### src/rtl/alu_pkg.sv
// alu_pkg: opcode and FSM encodings shared by the ALU and its issue controller
package alu_pkg;
  typedef enum logic [2:0] {
    OP_ADD = 3'd0,
    OP_SUB = 3'd1,
    OP_AND = 3'd2,
    OP_OR  = 3'd3,
    OP_MUL = 3'd4,
    OP_DIV = 3'd5,
    OP_LDA = 3'd6,
    OP_RSV = 3'd7
  } op_e;
  typedef enum logic [1:0] {
    ST_IDLE = 2'd0,
    ST_EXEC = 2'd1,
    ST_RESP = 2'd2
  } state_e;
  function automatic int unsigned settle_eff(int unsigned n);
    return n == 0 ? 1 : n;
  endfunction
endpackage

### src/rtl/alu_settle_timer.sv
// alu_settle_timer: loadable down-counter whose done flag marks the last settle cycle
//   clk, rst_n        clock, async active-low reset
//   i_load/i_load_val load the dwell length (>=1)
//   i_dec             count one dwell cycle
//   o_done            high while exactly one dwell cycle remains
module alu_settle_timer #(
  parameter int W = 8
) (
  input  logic         clk,
  input  logic         rst_n,
  input  logic         i_load,
  input  logic [W-1:0] i_load_val,
  input  logic         i_dec,
  output logic         o_done
);
  logic [W-1:0] r_cnt;
  always_ff @(posedge clk or negedge rst_n)
    if (!rst_n) r_cnt <= '0;
    else if (i_load) r_cnt <= i_load_val;
    else if (i_dec && r_cnt != '0) r_cnt <= r_cnt - 1'b1;
  assign o_done = r_cnt == W'(1);
endmodule

### src/rtl/alu_issue_ctrl.sv
// alu_issue_ctrl: issues one accumulator command at a time to a combinational ALU
//   cmd_*  command handshake (op, B operand / load value)
//   alu_*  operands and select for the external ALU, zero outside EXEC
//   rsp_*  response handshake with new accumulator value, zero flag, error
//   acc    architectural accumulator
module alu_issue_ctrl
  import alu_pkg::*;
#(
  parameter int unsigned SETTLE_CYCLES = 2,
  parameter int unsigned MULDIV_SETTLE = 4
) (
  input  logic       clk,
  input  logic       rst_n,
  input  logic       cmd_valid,
  output logic       cmd_ready,
  input  logic [2:0] cmd_op,
  input  logic [7:0] cmd_data,
  output logic [7:0] alu_a,
  output logic [7:0] alu_b,
  output logic       alu_sub,
  output logic [2:0] alu_op_select,
  input  logic [7:0] alu_result,
  output logic       rsp_valid,
  input  logic       rsp_ready,
  output logic [7:0] rsp_data,
  output logic       rsp_zero,
  output logic       rsp_err,
  output logic [7:0] acc
);
  localparam logic [7:0] LD_ALU = 8'(settle_eff(SETTLE_CYCLES));
  localparam logic [7:0] LD_MD  = 8'(settle_eff(MULDIV_SETTLE));
  state_e     r_state;
  op_e        r_op;
  logic [7:0] r_data, r_acc, r_rsp_data;
  logic       r_rsp_zero, r_rsp_err;
  op_e        w_op;
  logic       w_idle, w_exec, w_bad, w_direct, w_done;
  assign w_op     = op_e'(cmd_op);
  assign w_idle   = r_state == ST_IDLE;
  assign w_exec   = r_state == ST_EXEC;
  // divide-by-zero and the reserved op never reach the ALU
  assign w_bad    = w_op == OP_RSV || (w_op == OP_DIV && cmd_data == 8'd0);
  assign w_direct = w_op == OP_LDA || w_bad;
  alu_settle_timer #(.W(8)) u_timer (
    .clk       (clk),
    .rst_n     (rst_n),
    .i_load    (w_idle && cmd_valid && !w_direct),
    .i_load_val(w_op inside {OP_MUL, OP_DIV} ? LD_MD : LD_ALU),
    .i_dec     (w_exec),
    .o_done    (w_done)
  );
  always_ff @(posedge clk or negedge rst_n)
    if (!rst_n) begin
      r_state    <= ST_IDLE;
      r_op       <= OP_ADD;
      r_data     <= '0;
      r_acc      <= '0;
      r_rsp_data <= '0;
      r_rsp_zero <= 1'b0;
      r_rsp_err  <= 1'b0;
    end else
      case (r_state)
        ST_IDLE:
          if (cmd_valid) begin
            r_op <= w_op;
            if (w_op == OP_LDA) begin
              r_acc      <= cmd_data;
              r_rsp_data <= cmd_data;
              r_rsp_zero <= cmd_data == 8'd0;
              r_rsp_err  <= 1'b0;
              r_state    <= ST_RESP;
            end else if (w_bad) begin
              r_rsp_data <= r_acc;
              r_rsp_zero <= r_acc == 8'd0;
              r_rsp_err  <= 1'b1;
              r_state    <= ST_RESP;
            end else begin
              r_data  <= cmd_data;
              r_state <= ST_EXEC;
            end
          end
        ST_EXEC:
          if (w_done) begin
            r_acc      <= alu_result;
            r_rsp_data <= alu_result;
            r_rsp_zero <= alu_result == 8'd0;
            r_rsp_err  <= 1'b0;
            r_state    <= ST_RESP;
          end
        ST_RESP:
          if (rsp_ready) r_state <= ST_IDLE;
        default: r_state <= ST_IDLE;
      endcase
  assign cmd_ready     = w_idle;
  assign rsp_valid     = r_state == ST_RESP;
  assign rsp_data      = r_rsp_data;
  assign rsp_zero      = r_rsp_zero;
  assign rsp_err       = r_rsp_err;
  assign acc           = r_acc;
  assign alu_a         = w_exec ? r_acc : 8'd0;
  assign alu_b         = w_exec ? r_data : 8'd0;
  assign alu_sub       = w_exec && r_op == OP_SUB;
  assign alu_op_select = w_exec ? r_op : 3'd0;
endmodule

### config.mk
export PLATFORM = sky130hd
export DESIGN_NAME = alu_issue_ctrl
export DESIGN_NICKNAME = d
export VERILOG_FILES = /design/src/rtl/alu_pkg.sv /design/src/rtl/alu_settle_timer.sv /design/src/rtl/alu_issue_ctrl.sv
export SDC_FILE = /design/constraint.sdc
export NUM_CORES = 1
export LEC_CHECK = 0
export ABC_AREA = 1
export CORE_MARGIN = 3
export CORE_UTILIZATION = 45
export CTS_CLUSTER_SIZE = 30
export DETAILED_ROUTE_END_ITERATION = 10
export PLACE_DENSITY = 0.77
export SETUP_SLACK_MARGIN = 0.02
export SLEW_MARGIN = 25
export SYNTH_ARGS = -nofsm -noshare
export SYNTH_HDL_FRONTEND = slang
export SYNTH_HIERARCHICAL = 1
export SYNTH_SLANG_ARGS = --single-unit
### constraint.sdc
create_clock -name clk -period 1.5 [get_ports clk]
set_input_delay 0.15 -clock clk [delete_from_list [all_inputs] [get_ports clk]]
set_output_delay 0.15 -clock clk [all_outputs]
set_load 0.005 [all_outputs]
======== Word-level counts from Yosys, hierarchy flattened ========
Index checks and enable logic that the tools add are counted.
operators by class
  $add $sub $neg .......................... 1
  equality and inequality tests ........... 13
  mux-type cells .......................... 30
  bitwise logic cells ..................... 2
  reduce and logical (&&, ||, !) cells .... 21
operators by type and width
  kind                   number
  $mux W8                10
  $pmux W8 S2            2
  $logic_not A8 Y1       3
  $eq A3 B3 Y1 const B   4
  $reduce_and A4 Y1      3
  $mux W2                5
  $eq A8 B1 Y1 const B   1
  $mux W1                8
  $reduce_bool A8 Y1     1
  $sub A8 B1 Y8 const B  1
  $mux W3                2
  $pmux W2 S3            1
  $reduce_bool A2 Y1     3
  $logic_and A1 B1 Y1    5
  $ne A2 B1 Y1 const B   2
  $ne A2 B2 Y1 const B   2
  $pmux W1 S2            2
  $eq A3 B1 Y1 const B   1
  $ne A3 B1 Y1 const B   1
  $reduce_and A3 Y1      1
  $eq A2 B1 Y1 const B   1
  $eq A2 B2 Y1 const B   1
  $logic_not A2 Y1       1
  $logic_or A1 B1 Y1     2
  other kinds (3)        4
storage, ports and cells
  bits in registers ....................... 39
  bits of input ports ..................... 23
  output and inout bits ................... 40
  word-level logic and storage cells ...... 75

======== Depth between registers and ports, before layout ========
  depth after elaboration ................. 7
  gate-level depth with buffers ........... 13
  mapped depth without buffers ............ 13

======== Cells and area by module ========
The synthesis kept the hierarchy.
modules (own cells, without submodules)
  module            times used  cells each  area each (um^2)  seq. area each (um^2)
  alu_issue_ctrl    1           258         1896.8            775.7
  alu_settle_timer  1           90          633.1             200.2

======== Least setup slack after synthesis ========
Ideal clock, no wire load.
  path kind ............................... register to register
  from .................................... register r_state[0]
  to ...................................... register u_timer.r_cnt[0]
  library setup time ...................... 121 ps
  arrival ................................. 1419 ps
  data required time ...................... 1379 ps
  setup slack ............................. -39 ps
  cell stages (with the launch flop) ...... 10
  buffers on the path ..................... 1
  period minus slack after synthesis ...... 1539 ps
  path through ............................ dfrtp_1 nor2_2 nand2_4 inv_2 nand2_4 inv_1 dlymetal6s2s_1 o21ai_0 nand2_1 o21ai_2
on the way
  longest elaborated chain between the ends .. 4
  elaborated cells between the ends (all ways) .. 7
  those cells by class .................... eq/ne: 1; mux: 1; reduce/logical: 5
ends and longest elaborated chain
  what                                                  line                    RTL
  start, declared                                       alu_issue_ctrl.sv:32    state_e r_state;
  start signal, assigned                                alu_issue_ctrl.sv:54    r_state <= ST_IDLE;
  start signal, assigned                                alu_issue_ctrl.sv:71    r_state <= ST_RESP;
  start signal, assigned                                alu_issue_ctrl.sv:76    r_state <= ST_RESP;
  $logic_not A2 Y1 *                                    alu_issue_ctrl.sv:39    assign w_idle = r_state == ST_IDLE;
  named net cmd_ready                                   alu_issue_ctrl.sv:15    output logic cmd_ready,
  $logic_and A1 B1 Y1 * (2 in a row)                    alu_issue_ctrl.sv:47    .i_load (w_idle && cmd_valid && !w_direct),
  $mux W8 / $reduce_bool A2 Y1 (equally long branches)  n/a
  end signal, assigned                                  alu_settle_timer.sv:19  else if (i_load) r_cnt <= i_load_val;
  end signal, assigned                                  alu_settle_timer.sv:20  else if (i_dec && r_cnt != '0) r_cnt <= r_cnt - 1'b1;
  end, declared                                         alu_settle_timer.sv:16  logic [W-1:0] r_cnt;
The timed path passes the listed nets; every way through them passes the cells marked *.
A chain may end at the register's enable or synchronous reset.

======== Worst setup path after layout ========
  from .................................... input cmd_op[0]
  to ...................................... register u_timer.r_cnt[3]
on the way
  longest elaborated chain between the ends .. 7
  elaborated cells between the ends (all ways) .. 10
  those cells by class .................... eq/ne: 3; mux: 1; reduce/logical: 6
ends and longest elaborated chain
  what                                                  line                  RTL
  start, declared                                       alu_issue_ctrl.sv:16  input logic [2:0] cmd_op,
  $eq A3 B3 Y1                                          alu_issue_ctrl.sv:42  assign w_bad = w_op == OP_RSV || (w_op == OP_DIV && cmd_data == 8'd0);
  $logic_and A1 B1 Y1                                   alu_issue_ctrl.sv:42
  $logic_or A1 B1 Y1                                    alu_issue_ctrl.sv:42
  $logic_or A1 B1 Y1 *                                  alu_issue_ctrl.sv:43  assign w_direct = w_op == OP_LDA || w_bad;
  $logic_not A1 Y1 *                                    alu_issue_ctrl.sv:47
  $logic_and A1 B1 Y1 *                                 alu_issue_ctrl.sv:47
  $mux W8 / $reduce_bool A2 Y1 (equally long branches)  n/a
Every way passes the cells marked *; elsewhere a longest branch is shown, timed or not.

==> flow_summary.yaml <==
run_status:
  run_status: "finished, violations left"
  failed_checks: "setup timing"
power:
  vdd.ir_drop.worst_mv: 1.13
  sequentialPowerShare_pct: 22.7
  power.combinational.fraction_pct: 66.9
  swShare_pct: 45.5
  switching_power_w: 0.00391
  cell_internal_power_dissipation_w: 0.00469
  powerDensity_mw_per_mm2: 2180
  power.clock.fraction_pct: 10.5
  power.leakage_nw: 1.98
  p_total_w: 0.00860
sta:
  timing.final.crit_share_pct: 105
  slew_violations: 0
  report.final.setup_viol: 13
  layout_min_cycle_time_ns: 1.58
  grt_setup_unrepaired: "yes"
  fin_worst_hold_slack_ns: 0.330
  max_clock_freq_mhz: 633
  hold_violations: 0
  clock_skew_ns: 0.00966
  postLayoutSetupSlackWorst_ns: -0.0791
logic_synthesis:
  synth_warnings: 6
  average_instance_area_after_synthesis_sq_um: 7.27
  mappedNetlistArea_sq_mm: 0.00253
  synth_cells: 348
  synth-seq-cells: 39
  synth.lib_cells_used.distinct: 31
  ys_seq_area_share_pct: 38.6
worst_setup_path:
  worst_setup_end_kind: "flop"
  worstSetupPathType: "input port to flop"
  timing.critical_path.fanout_max: 8
  worst_ep_required_time_ns: 1.70
  worst_path_arrival_time_ns: 1.78
  timing.critical_path.from_type: "input port"
route:
  top_layer_used: "met4"
  drt.antenna.violating_nets: 0
  wl_per_cell_um: 15.1
  drcViolationCount: 0
  drt_first_pass_iters: 4
  route.detailed.vias_per_inst: 5.21
  met2_length_mm: 4.24
  wirelength_mm: 8.13
  route.met3.wl_um: 514
  detail_route.wirelength.met1_mm: 3.12
  vias: 2803
  detailedRoute.firstIterationViolations: 219
clock_network:
  cts-buffers-inserted: 5
  cts-root-to-sink-buffers: 2
  clkTransAtPathRegs_ns: 0.08
  clock_sink_count: 39
  worst_skew_pair.late_latency_ns: 0.30
  tritoncts_clock_tree: "done"
  cts_max_level: 2
  clockRootBuffer: "sky130_fd_sc_hd__clkbuf_8"
layout:
  final_net_count: 493
  insertedDiodeCount: 0
  finished_core_util_pct: 74.8
  layout-drive-gt1-share_pct: 36.3
  flow.area_growth_from_synthesis_pct: 55.8
  final_cell_mix: "sky130_fd_sc_hd__nand2_1 (80), sky130_fd_sc_hd__inv_1 (40), sky130_fd_sc_hd__clkdlybuf4s50_1 (39)"
  fillers: 381
  layout.cell_area.non_filler_sq_mm: 0.00394
  layout_commonest_cell: "sky130_fd_sc_hd__nand2_1"
flow_run:
  drv.max_cap_violation_count: 0
global_route:
  grt_antenna_before_repair: 0
  grt_max_degree: 21
  groute.usage.overall_pct: 24.3
  first_global_vias: 2591
  global_route.overflow_total: 0
  wire_length_of_the_first_global_routing_pass_mm: 12.2
die:
  die_area_sq_mm: 0.00656
  num_io_pins: 63
  fp.dieH_um: 81.0
  design.core.area_sq_mm: 0.00527
  dieWidth_um: 81.0
  starting_utilization_of_the_core_area_pct: 48.0
  num_rows: 26
place:
  placedInstanceArea_sq_mm: 0.00341
  placement.io_buffers: 62
  dp_worst_setup_slack_ns: -0.396
  gp_congestion: 0.936
  hpwlAfterDp_mm: 5.14
min_path:
  timing.hold.worst.class: "input port to asynchronous set/reset pin"
## worst paths after layout
kind | start | to | slack, ns | depth (start not counted)
setup reg to reg | r_state[1] | u_timer/r_cnt[3] | -0.07 | 11
min in group clk | rsp_ready | r_state[1] | 0.40 | 2
hold reg to reg | r_data[0] | r_data[0] | 0.47 | 2
max in group asynchronous | rst_n | acc[7] | 0.60 | 3
setup / recovery | cmd_op[0] | u_timer/r_cnt[3] | -0.08 | 12
hold / removal | rst_n | u_timer/r_cnt[5] | 0.33 | 2
## state kept, by name, summed over array words and instances (netlist names)
register / cells
acc: 8
r_data: 8
rsp_data: 8
u_timer/r_cnt: 8
r_op: 3
r_state: 2
rsp_err: 1
rsp_zero: 1
## logic make-up (layout without fill, tap and decap cells)
kind of cell             count (synthesis)  after routing  share of synthesized area (%)
XOR/XNOR                                 1              1                          0.346
other                                    1              6                          0.148
AND/OR/NAND/NOR                        188            191                           33.2
adder cells (fa/ha/maj)                  3              3                           1.48
buffers and inverters                   60            172                           12.4
AO/OA/AOI/OAI                           56             56                           13.8
flip-flops                              39             39                           38.6
## stage by stage
step,TNS [ns],instances
finish,-0.367,538
global route,-2.48,538
floorplan,0,353
detailed placement,-7.33,509
global placement,-6.57,509
CTS,-0.0201,532
## what timing repair did
item / CTS / global route
buffers inserted: 10 / 5
hold endpoints to repair: 16 / 0
pin swaps: 12 / 12
hold buffers: 1 / 0
endpoints found under the setup margin: 48 / 48
gates cloned: 4 / 1
gates resized for setup: 118 / 60
## layer usage
layer  track usage, %  vias up
li1                 -     1324
met1             29.1     1335
met2             42.7      121
met3             3.99       23
met4             11.0        0
met5                0        -
## power by group through the flow
stage | combinational, W | clock [W] | sequential, W
final | 0.00575 | 0.000901 | 0.00195
after global routing | 0.00624 | 0.000967 | 0.00200
after CTS | 0.00493 | 0.000913 | 0.00191
after detailed placement | 0.00440 | 0 | 0.00193
after global placement | 0.00430 | 0 | 0.00193
after floorplan | 0.00270 | 0 | 0.00191
## cell type report
cell class                      count  area [sq um]  share of cell area (%)
Sequential cell                    39           977                    24.8
Timing Repair inverter              2          15.0                   0.381
Timing Repair Buffer              114          1010                    25.6
Tap cell                           70          87.6                    2.22
Clock inverter                      3          43.8                    1.11
Inverter                           48           204                    5.17
Multi-Input combinational cell    257          1540                    39.0
Clock buffer                        5          68.8                    1.75
## synthesized netlist by cell type
cell | instances | share of area [%]
sky130_fd_sc_hd__o21ai_1 | 10 | 2.0
sky130_fd_sc_hd__buf_4 | 1 | 0.30
sky130_fd_sc_hd__inv_2 | 2 | 0.30
sky130_fd_sc_hd__a21oi_2 | 1 | 0.35
sky130_fd_sc_hd__nand3_1 | 25 | 4.9
sky130_fd_sc_hd__nand2_2 | 4 | 0.99
sky130_fd_sc_hd__nor2_2 | 2 | 0.49
sky130_fd_sc_hd__ha_1 | 3 | 1.5
sky130_fd_sc_hd__a21oi_1 | 8 | 1.6
sky130_fd_sc_hd__buf_6 | 7 | 3.1
sky130_fd_sc_hd__buf_2 | 2 | 0.40
sky130_fd_sc_hd__o21ai_2 | 14 | 4.8
sky130_fd_sc_hd__nor4_4 | 1 | 0.84
sky130_fd_sc_hd__xnor2_1 | 1 | 0.35
sky130_fd_sc_hd__nand2_1 | 97 | 14
sky130_fd_sc_hd__inv_1 | 44 | 6.5
sky130_fd_sc_hd__dfrtp_1 | 39 | 39
sky130_fd_sc_hd__o21ai_0 | 21 | 4.2
sky130_fd_sc_hd__dlymetal6s2s_1 | 1 | 0.49
sky130_fd_sc_hd__nor2_1 | 46 | 6.8
sky130_fd_sc_hd__nand4_1 | 2 | 0.49
sky130_fd_sc_hd__clkinv_2 | 1 | 0.20
sky130_fd_sc_hd__nor2_4 | 3 | 1.3
sky130_fd_sc_hd__inv_4 | 1 | 0.25
sky130_fd_sc_hd__nand2_4 | 5 | 2.2
sky130_fd_sc_hd__conb_1 | 1 | 0.15
sky130_fd_sc_hd__nand3b_1 | 1 | 0.30
sky130_fd_sc_hd__o31ai_1 | 1 | 0.30
sky130_fd_sc_hd__buf_12 | 1 | 0.79
sky130_fd_sc_hd__o21ai_4 | 1 | 0.64
sky130_fd_sc_hd__nor3_1 | 2 | 0.40
## worst max-delay path: stages
cell	delay (ns)
sky130_fd_sc_hd__clkdlybuf4s50_1	0.43
sky130_fd_sc_hd__buf_4	0.15
sky130_fd_sc_hd__nand3_1	0.15
sky130_fd_sc_hd__nand2_2	0.10
sky130_fd_sc_hd__nor2_4	0.11
sky130_fd_sc_hd__nand2_4	0.07
sky130_fd_sc_hd__inv_4	0.08
sky130_fd_sc_hd__clkinvlp_4	0.22
sky130_fd_sc_hd__nand3_2	0.14
sky130_fd_sc_hd__nand2_1	0.05
sky130_fd_sc_hd__nand2_1	0.08
sky130_fd_sc_hd__o21ai_2	0.05
No activity file was read; power rests on OpenSTA's default activity.
